File: src/rtl/cpu_pkg.sv
// rtl/cpu_pkg.sv - opcode, ALU, mux-select and sequencer state definitions for the multi-cycle CPU
package cpu_pkg;

    // Primary opcodes, IR[31:26]
    localparam logic [5:0] OP_ANDI  = 6'b000001;
    localparam logic [5:0] OP_ORI   = 6'b000010;
    localparam logic [5:0] OP_XORI  = 6'b000011;
    localparam logic [5:0] OP_ADDI  = 6'b000101;
    localparam logic [5:0] OP_SUBI  = 6'b000110;
    localparam logic [5:0] OP_LOAD  = 6'b001000;
    localparam logic [5:0] OP_STORE = 6'b001001;
    localparam logic [5:0] OP_BR    = 6'b001100;
    localparam logic [5:0] OP_BZ    = 6'b001101;
    localparam logic [5:0] OP_HALT  = 6'b111111;

    // ALU operation encodings
    localparam logic [2:0] ALU_AND = 3'b000;
    localparam logic [2:0] ALU_OR  = 3'b001;
    localparam logic [2:0] ALU_ADD = 3'b010;
    localparam logic [2:0] ALU_SUB = 3'b011;
    localparam logic [2:0] ALU_XOR = 3'b100;

    // Datapath mux selects
    localparam logic PC_SRC_INC    = 1'b0;
    localparam logic PC_SRC_BRANCH = 1'b1;
    localparam logic ADDR_SEL_PC   = 1'b0;
    localparam logic ADDR_SEL_ALU  = 1'b1;
    localparam logic WB_SEL_ALU    = 1'b0;
    localparam logic WB_SEL_MEM    = 1'b1;

    typedef enum logic [3:0] {
        ST_IDLE,
        ST_FETCH,
        ST_DECODE,
        ST_EXEC,
        ST_MEM_RD,
        ST_MEM_WR,
        ST_WB,
        ST_BRANCH,
        ST_ERR
    } seq_state_e;

    // Registered datapath strobes and selects
    typedef struct packed {
        logic       pc_we;
        logic       pc_src;
        logic       ir_we;
        logic       addr_sel;
        logic       mem_rd;
        logic       mem_we;
        logic       reg_we;
        logic       wb_sel;
        logic [2:0] alu_op;
        logic       alu_b_imm;
        logic       flags_we;
    } ctrl_t;

    function automatic logic is_alu_imm(input logic [5:0] op);
        return (op == OP_ANDI) || (op == OP_ORI) || (op == OP_XORI) ||
               (op == OP_ADDI) || (op == OP_SUBI);
    endfunction

    // Memory ops also use the adder for rs+imm, hence the ADD default
    function automatic logic [2:0] alu_op_of(input logic [5:0] op);
        case (op)
            OP_ANDI: return ALU_AND;
            OP_ORI:  return ALU_OR;
            OP_XORI: return ALU_XOR;
            OP_SUBI: return ALU_SUB;
            default: return ALU_ADD;
        endcase
    endfunction

endpackage

File: src/rtl/cpu_seq_ctrl.sv
// rtl/cpu_seq_ctrl.sv - multi-cycle control sequencer and memory-port arbiter for the CPU datapath
module cpu_seq_ctrl
    import cpu_pkg::*;
#(
    parameter int MEM_LAT   = 1,
    parameter int MAX_INSTR = 0
) (
    input  logic        clk,
    input  logic        rst,
    input  logic        start,
    input  logic        ext_memwe,
    input  logic [5:0]  opcode,
    input  logic        zero,
    output logic        ext_grant,
    output logic        pc_clr,
    output logic        pc_we,
    output logic        pc_src,
    output logic        ir_we,
    output logic        addr_sel,
    output logic        mem_rd,
    output logic        mem_we,
    output logic        reg_we,
    output logic        wb_sel,
    output logic [2:0]  alu_op,
    output logic        alu_b_imm,
    output logic        flags_we,
    output logic        busy,
    output logic        err,
    output logic [15:0] retired
);

    localparam int               LAT_W       = 2;
    localparam logic [LAT_W-1:0] LAT_LAST    = LAT_W'(MEM_LAT - 1);
    localparam logic [15:0]      INSTR_LIMIT = 16'(MAX_INSTR);

    seq_state_e       state_q, state_d;
    logic [LAT_W-1:0] lat_cnt_q, lat_cnt_d;
    logic [15:0]      retired_q, retired_d;
    ctrl_t            ctrl_q, ctrl_d;
    logic             at_rest;
    logic             lat_done;
    logic             retire;

    // The loader's write enable is gated by ext_grant in the datapath; the
    // sequencer only decides ownership, so the request itself is not consumed here.
    logic unused_ext_memwe;
    assign unused_ext_memwe = ext_memwe;

    assign at_rest  = (state_q == ST_IDLE) || (state_q == ST_ERR);
    assign lat_done = (lat_cnt_q == LAT_LAST);

    // Next-state, latency counter and retire-count logic
    always_comb begin
        state_d   = state_q;
        lat_cnt_d = '0;
        retire    = 1'b0;
        case (state_q)
            ST_IDLE, ST_ERR: begin
                if (start) state_d = ST_FETCH;
            end
            ST_FETCH: begin
                if (lat_done) state_d = ST_DECODE;
                else          lat_cnt_d = lat_cnt_q + LAT_W'(1);
            end
            ST_DECODE: begin
                case (opcode)
                    OP_ANDI, OP_ORI, OP_XORI, OP_ADDI, OP_SUBI,
                    OP_LOAD, OP_STORE: state_d = ST_EXEC;
                    OP_BR, OP_BZ:      state_d = ST_BRANCH;
                    OP_HALT: begin
                        retire  = 1'b1;
                        state_d = ST_IDLE;
                    end
                    default:           state_d = ST_ERR;
                endcase
            end
            ST_EXEC: begin
                if (is_alu_imm(opcode))      state_d = ST_WB;
                else if (opcode == OP_LOAD)  state_d = ST_MEM_RD;
                else                         state_d = ST_MEM_WR;
            end
            ST_MEM_RD: begin
                if (lat_done) state_d = ST_WB;
                else          lat_cnt_d = lat_cnt_q + LAT_W'(1);
            end
            ST_MEM_WR, ST_WB, ST_BRANCH: begin
                retire  = 1'b1;
                state_d = ST_FETCH;
            end
            default: state_d = ST_IDLE;
        endcase

        retired_d = retired_q + 16'(retire);
        if (at_rest && start) retired_d = '0;

        // Instruction budget: the retirement that reaches the limit parks the CPU
        if (retire && (state_d == ST_FETCH) && (MAX_INSTR != 0) && (retired_d == INSTR_LIMIT))
            state_d = ST_IDLE;
    end

    // Strobes for the upcoming cycle, decoded from the next state. The opcode
    // and zero flag are already stable one cycle ahead (IR loads at the end of
    // FETCH, flags only change at the end of EXEC), so registering is exact.
    always_comb begin
        ctrl_d = '0;
        case (state_d)
            ST_FETCH: begin
                ctrl_d.addr_sel = ADDR_SEL_PC;
                ctrl_d.mem_rd   = 1'b1;
                if (lat_cnt_d == LAT_LAST) begin
                    ctrl_d.ir_we  = 1'b1;
                    ctrl_d.pc_we  = 1'b1;
                    ctrl_d.pc_src = PC_SRC_INC;
                end
            end
            ST_EXEC: begin
                ctrl_d.alu_b_imm = 1'b1;
                ctrl_d.alu_op    = alu_op_of(opcode);
                ctrl_d.flags_we  = is_alu_imm(opcode);
            end
            ST_MEM_RD: begin
                ctrl_d.addr_sel = ADDR_SEL_ALU;
                ctrl_d.mem_rd   = 1'b1;
            end
            ST_MEM_WR: begin
                ctrl_d.addr_sel = ADDR_SEL_ALU;
                ctrl_d.mem_we   = 1'b1;
            end
            ST_WB: begin
                ctrl_d.reg_we = 1'b1;
                ctrl_d.wb_sel = (opcode == OP_LOAD) ? WB_SEL_MEM : WB_SEL_ALU;
            end
            ST_BRANCH: begin
                ctrl_d.pc_src = PC_SRC_BRANCH;
                ctrl_d.pc_we  = (opcode == OP_BR) || ((opcode == OP_BZ) && zero);
            end
            default: ;
        endcase
    end

    // Sequencer state, latency counter, retire count and registered strobes
    always_ff @(posedge clk) begin
        if (rst) begin
            state_q   <= ST_IDLE;
            lat_cnt_q <= '0;
            retired_q <= '0;
            ctrl_q    <= '0;
        end else begin
            state_q   <= state_d;
            lat_cnt_q <= lat_cnt_d;
            retired_q <= retired_d;
            ctrl_q    <= ctrl_d;
        end
    end

    // Write strobes are masked by rst so an aborted instruction commits nothing
    assign pc_we     = ctrl_q.pc_we & ~rst;
    assign ir_we     = ctrl_q.ir_we & ~rst;
    assign mem_we    = ctrl_q.mem_we & ~rst;
    assign reg_we    = ctrl_q.reg_we & ~rst;
    assign flags_we  = ctrl_q.flags_we & ~rst;
    assign pc_src    = ctrl_q.pc_src;
    assign addr_sel  = ctrl_q.addr_sel;
    assign mem_rd    = ctrl_q.mem_rd;
    assign wb_sel    = ctrl_q.wb_sel;
    assign alu_op    = ctrl_q.alu_op;
    assign alu_b_imm = ctrl_q.alu_b_imm;

    // PC must be cleared in the start cycle itself so the first fetch reads address 0
    assign pc_clr    = start & at_rest & ~rst;
    assign ext_grant = at_rest;
    assign busy      = ~at_rest;
    assign err       = (state_q == ST_ERR);
    assign retired   = retired_q;

endmodule

File: config.mk
export PLATFORM = sky130hd
export DESIGN_NAME = cpu_seq_ctrl
export DESIGN_NICKNAME = d
export VERILOG_FILES = /design/src/rtl/cpu_pkg.sv /design/src/rtl/cpu_seq_ctrl.sv
export SDC_FILE = /design/constraint.sdc
export NUM_CORES = 1
export LEC_CHECK = 0
export BUFFER_PORTS_ARGS = -buffer_cell sky130_fd_sc_hd__buf_4
export CAP_MARGIN = 20
export CORE_MARGIN = 4
export CORE_UTILIZATION = 55
export DETAILED_ROUTE_END_ITERATION = 6
export PLACE_DENSITY = 0.85
export SYNTH_ARGS = -nofsm -noshare
export SYNTH_HDL_FRONTEND = slang
export SYNTH_SLANG_ARGS = --single-unit
File: constraint.sdc
create_clock -name clk -period 6.4 [get_ports clk]
set_clock_uncertainty 0.2 [all_clocks]
set_input_delay 0.64 -clock clk [delete_from_list [all_inputs] [get_ports clk]]
set_output_delay 0.64 -clock clk [all_outputs]
set_load 0.02 [all_outputs]
* Yosys cells after proc, flatten, opt, wreduce, memory -nomap -nowiden
Index checks and enable logic that the tools add are counted.
** Storage, ports and cells
- Logic and storage cells :: 94
- Register bits :: 35
- Bits of input ports :: 11
- Output and inout bits :: 33
** Operators by class
- Eq/ne operators :: 24
- Reduce and logical (&&, ||, !) cells :: 22
- Add/subtract/negate cells :: 2
- Bitwise operators :: 12
- Mux-type cells :: 20
** Operators with widths (number)
- 4-bit by 3-bit == test with 1-bit output (second input constant) :: 8
- 6-bit by 4-bit == test with 1-bit output (second input constant) :: 4
- 4-bit one-hot mux with 6 select lines :: 1
- 2-bit OR reduction :: 9
- 16-bit by 1-bit adder with 16-bit output :: 1
- 4-bit by 2-bit == test with 1-bit output (second input constant) :: 3
- 6-bit by 2-bit == test with 1-bit output (second input constant) :: 2
- 6-bit by 3-bit == test with 1-bit output (second input constant) :: 2
- 4-bit 2-to-1 mux :: 3
- 3-bit one-hot mux with 4 select lines :: 1
- 4-bit one-hot mux with 3 select lines :: 1
- 2-bit 2-to-1 mux :: 5
- 4-bit by 1-bit == test with 1-bit output (second input constant) :: 2
- 1-bit bitwise AND :: 7
- 7-bit OR reduction :: 1
- 6-bit by 1-bit == test with 1-bit output (second input constant) :: 1
- 6-bit == test (second input constant) :: 1
- 1-bit logical OR :: 6
- 1-bit 2-to-1 mux :: 6
- 1-bit NOT :: 5
- 4-bit == test (second input constant) :: 1
- 2-bit zero test :: 2
- 4-bit zero test :: 1
- 2-bit one-hot mux with 2 select lines :: 1
- 5 further kinds :: 6

* Depth between registers and ports, before layout
- Word-level depth :: 10
- Mapped depth :: 11
- Gate-level depth less buffers :: 10

* Worst setup path after synthesis
Ideal clock, no wire load.
- Path kind :: input-to-reg
- From :: in opcode[1]
- To :: reg retired_q[11] (netlist: retired[11])
- Path slack :: 3584 ps
- Data required time :: 6130 ps
- Cell stages on the path :: 10
- Buffers on the path :: 2
- Data arrival time :: 2546 ps
- Library setup time :: 70 ps
- Cells stage by stage :: buf_2 -> nand2_1 -> nor4_1 -> o21a_1 -> ha_1 -> nand2_1 -> or4_1 -> clkbuf_1 -> or3_1 -> a21oi_1
** On the way
- Word-level cells in the longest chain between the ends :: 4
** Ends and longest elaborated chain
- start: declaration :: RTL line cpu_seq_ctrl.sv:12 : input logic [5:0] opcode,
- 6-bit == test :: RTL line cpu_seq_ctrl.sv:66 : case (opcode)
- 1-bit 2-to-1 mux :: RTL line cpu_seq_ctrl.sv:66
- 1-bit one-hot mux with 2 select lines :: RTL line cpu_seq_ctrl.sv:57 : case (state_q)
- 16-bit by 1-bit adder with 16-bit output :: RTL line cpu_seq_ctrl.sv:93 : retired_d = retired_q + 16'(retire);
- end signal: assignment :: RTL line cpu_seq_ctrl.sv:151 : retired_q <= retired_d;
- end: declaration :: RTL line cpu_seq_ctrl.sv:38 : logic [15:0] retired_q, retired_d;
Every way passes these cells.
A chain may end at the register's enable or synchronous reset.

* Worst setup path in the final report
- From :: reg state_q[0]
- To :: reg retired_q[13] (netlist: retired[13])
** On the way
- Word-level cells in the longest chain between the ends :: 4
- Elaborated cells between the ends (all ways) :: 12
- Classes of those cells :: add/sub (1); eq/ne (5); mux (1); reduce/logical (5)
** Ends and longest elaborated chain
- start: declaration :: RTL line cpu_seq_ctrl.sv:36 : seq_state_e state_q, state_d;
- start signal: assignment :: RTL line cpu_seq_ctrl.sv:149 : state_q <= state_d;
- 4-bit by 3-bit == test with 1-bit output (tied with other cells) :: RTL line cpu_seq_ctrl.sv:57
- 3-bit OR reduction or 1-bit logical OR (tied branches) :: RTL line cpu_seq_ctrl.sv:57, cpu_seq_ctrl.sv:49
- 1-bit one-hot mux with 2 select lines or 1-bit logical AND (tied branches) :: RTL line cpu_seq_ctrl.sv:57, cpu_seq_ctrl.sv:94
- 16-bit by 1-bit adder with 16-bit output or 2-bit OR reduction (tied branches)
Parallel ways exist; a longest one is shown, timed or not.

==> impl_metrics.py <==
metrics = {
    "logic_synthesis": {
        "ys_ff_latch": 35,
        "synthDistinctLibCells": 45,
        "synth_cells": 183,
        "syn-num-nets": 198,
        "synthFlopType": "dfxtp_1",
        "avgSynthCellArea_um2": 8.94,
        "synth_edf_count": 0,
        "ys_warn_count": 0,
        "yosysSeqAreaShare": 0.428,
        "synthArstFlopShare": 0,
        "synthesis.area_mm2": 0.00164,
    },
    "setup_path": {
        "critical_path.startpoint_type": "flip-flop",
        "cp_max_fo": 9,
        "crit_type": "flip-flop to flip-flop",
        "cp.arrival_ns": 2.72,
        "cp-end-kind": "flip-flop",
        "r2r_cells": 8,
        "crit_required_ns": 6.46,
    },
    "clocking": {
        "ctsRootBufferMaster": "clkbuf_4",
        "cts_buffers": 5,
        "clk_pin_slew_ns": 0.10,
        "clock_path_buffers": 2,
        "clock_sinks": 35,
        "postCtsSetupBuffers": 0,
        "htreeDepth": 2,
        "holdBufCountCts": 0,
        "cts_tree": "built",
        "clock_latency_ns": 0.34,
        "postCtsResizedCells": 0,
    },
    "grt": {
        "antenna_found_initial": 0,
        "grt_pass1_vias": 1423,
        "grt_overflow": 0,
        "grt.total_usage": 0.192,
        "grt_max_degree": 16,
        "grt_pass1_wl_mm": 6.01,
    },
    "final_layout": {
        "utilization": 0.712,
        "nNetsFinal": 238,
        "drive_gt1_frac": 0.274,
        "final_common_cell": "buf_4",
        "area_growth_pct": 22.1,
        "final_cell_mix": "42 x buf_4, 35 x dfxtp_1, 27 x nor2_1",
        "fin_area_mm2": 0.00200,
        "diodes": 0,
        "fin_cells": 254,
    },
    "power_and_ir_drop": {
        "finalPower_w": 0.000400,
        "leakage_nw": 0.836,
        "p_per_area_mw_per_mm2": 200,
        "irDropWorstVdd_mv": 0.127,
    },
    "hold_path": {
        "holdPathStages": 2,
        "hold_class": "primary input to flip-flop",
    },
    "detailed_routing": {
        "routed_via_density": 5.50,
        "first_pass_iters": 4,
        "dr_total_vias": 1398,
        "drtIter0Drc": 66,
        "drc": 0,
        "ant_nets": 0,
        "wl_per_cell_um": 13.5,
        "routed_wl_mm": 3.43,
    },
    "floorplan": {
        "die_x_um": 62.6,
        "num_rows": 19,
        "dieArea_mm2": 0.00391,
        "ios": 44,
        "core_region_area_mm2": 0.00281,
        "initial_core_util": 0.583,
        "die_h_um": 62.6,
    },
    "place": {
        "hpwl_mm": 2.73,
        "post-place-cells": 247,
        "port_buffers": 42,
        "place_congestion": 0.805,
        "placed_area_mm2": 0.00194,
    },
    "timing": {
        "fin_crit_sh": 0.415,
        "maxSlewViolCount": 0,
        "rsz0062_at_grt": "no",
        "worst_pin_slew_ns": 0.455,
        "max_slew_margin": 0.696,
        "setup_violations": 0,
        "finalCriticalPeriod_ns": 2.66,
        "tns_ns": 0,
        "hold_viol": 0,
        "clock.fmax_ghz": 0.376,
    },
    "status": {
        "status": "finished, final reports clean",
    },
    "job": {
        "drv_cap": 0,
    },
}
worst max-delay path, stage by stage (launching register included):
cell,delay (ns)
dfxtp_1,0.51
nor2_1,0.10
nor2_1,0.16
o21a_1,0.16
ha_1,0.19
nand2_1,0.08
or4_1,0.63
or3_1,0.39
a21oi_1,0.16
per-layer routing:
layer / part of all wire / track usage
met3: 0.080 / 0.0827
met5: 0 / 0
met1: 0.40 / 0.196
met4: 0.030 / 0.113
met2: 0.49 / 0.325
state kept, by name, indices dropped and copies added (netlist names), 2 cells and up:
signal,cells
state_q,4
alu_op,3
ctrl_q,5
retired,16
lat_cnt_q,2
synth_stat cells (2+ instances only):
cell      count  area (µm²)
xor2_1        6        52.6
xnor2_1       7        61.3
dfxtp_1      35         701
or3_1         6        37.5
and3_1        5        31.3
o21ai_0       2        10.0
nand2_1      15        56.3
or4_1         2        15.0
ha_1          4        50.1
nor2b_1       8        50.1
inv_1         9        33.8
clkbuf_1      3        11.3
nor3_1        8        40.0
a21oi_1       4        20.0
nor2_1       27         101
buf_4         3        22.5
nand3_1       5        25.0
buf_2         3        15.0
a22oi_1       2        15.0
nor3b_1       2        15.0
nor4_1        3        18.8
layout make-up:
type	count	area, µm²
fillers	230	807
repair buffers	42	315
well taps	31	38.8
clock buffers	6	51.3
multi-input cells	130	853
clock inverters	1	5.00
inverters	9	33.8
flip-flops and latches	35	701
kinds of logic after synthesis:
family | after synthesis | share of synthesized area
multiplexers | 1 | 0.00612
XOR/XNOR | 13 | 0.0696
buffers and inverters | 18 | 0.0505
adder cells (fa/ha/maj) | 4 | 0.0306
AO/OA/AOI/OAI | 19 | 0.0994
flip-flops | 35 | 0.428
AND/OR/NAND/NOR | 93 | 0.316
report_power, final:
| part | internal (W) | total (W) | switching, W |
|---|---|---|---|
| logic | 0.0000212 | 0.0000525 | 0.0000313 |
| registers | 0.000222 | 0.000226 | 0.00000410 |
| clock network | 0.0000509 | 0.000121 | 0.0000706 |
| total | 0.000294 | 0.000400 | 0.000106 |
worst paths after layout:
kind,startpoint,to,slack [ns]
worst min register to register,retired[11],retired[11],0.31
worst max register to register,state_q[0],retired[13],3.74
worst min-delay path,opcode[2],alu_op[2],0.30
worst max-delay path,state_q[0],retired[13],3.74
through the flow:
stage | setup WS (ns) | hold WS [ns]
final | 3.74 | 0.298
after global routing | 3.58 | 0.281
after CTS | 3.75 | 0.286
after detailed placement | 3.42 | 0.309
after global placement | 3.44 | 0.276
after floorplan | 3.58 | 0.366
No activity file was read; power rests on OpenSTA's default activity.
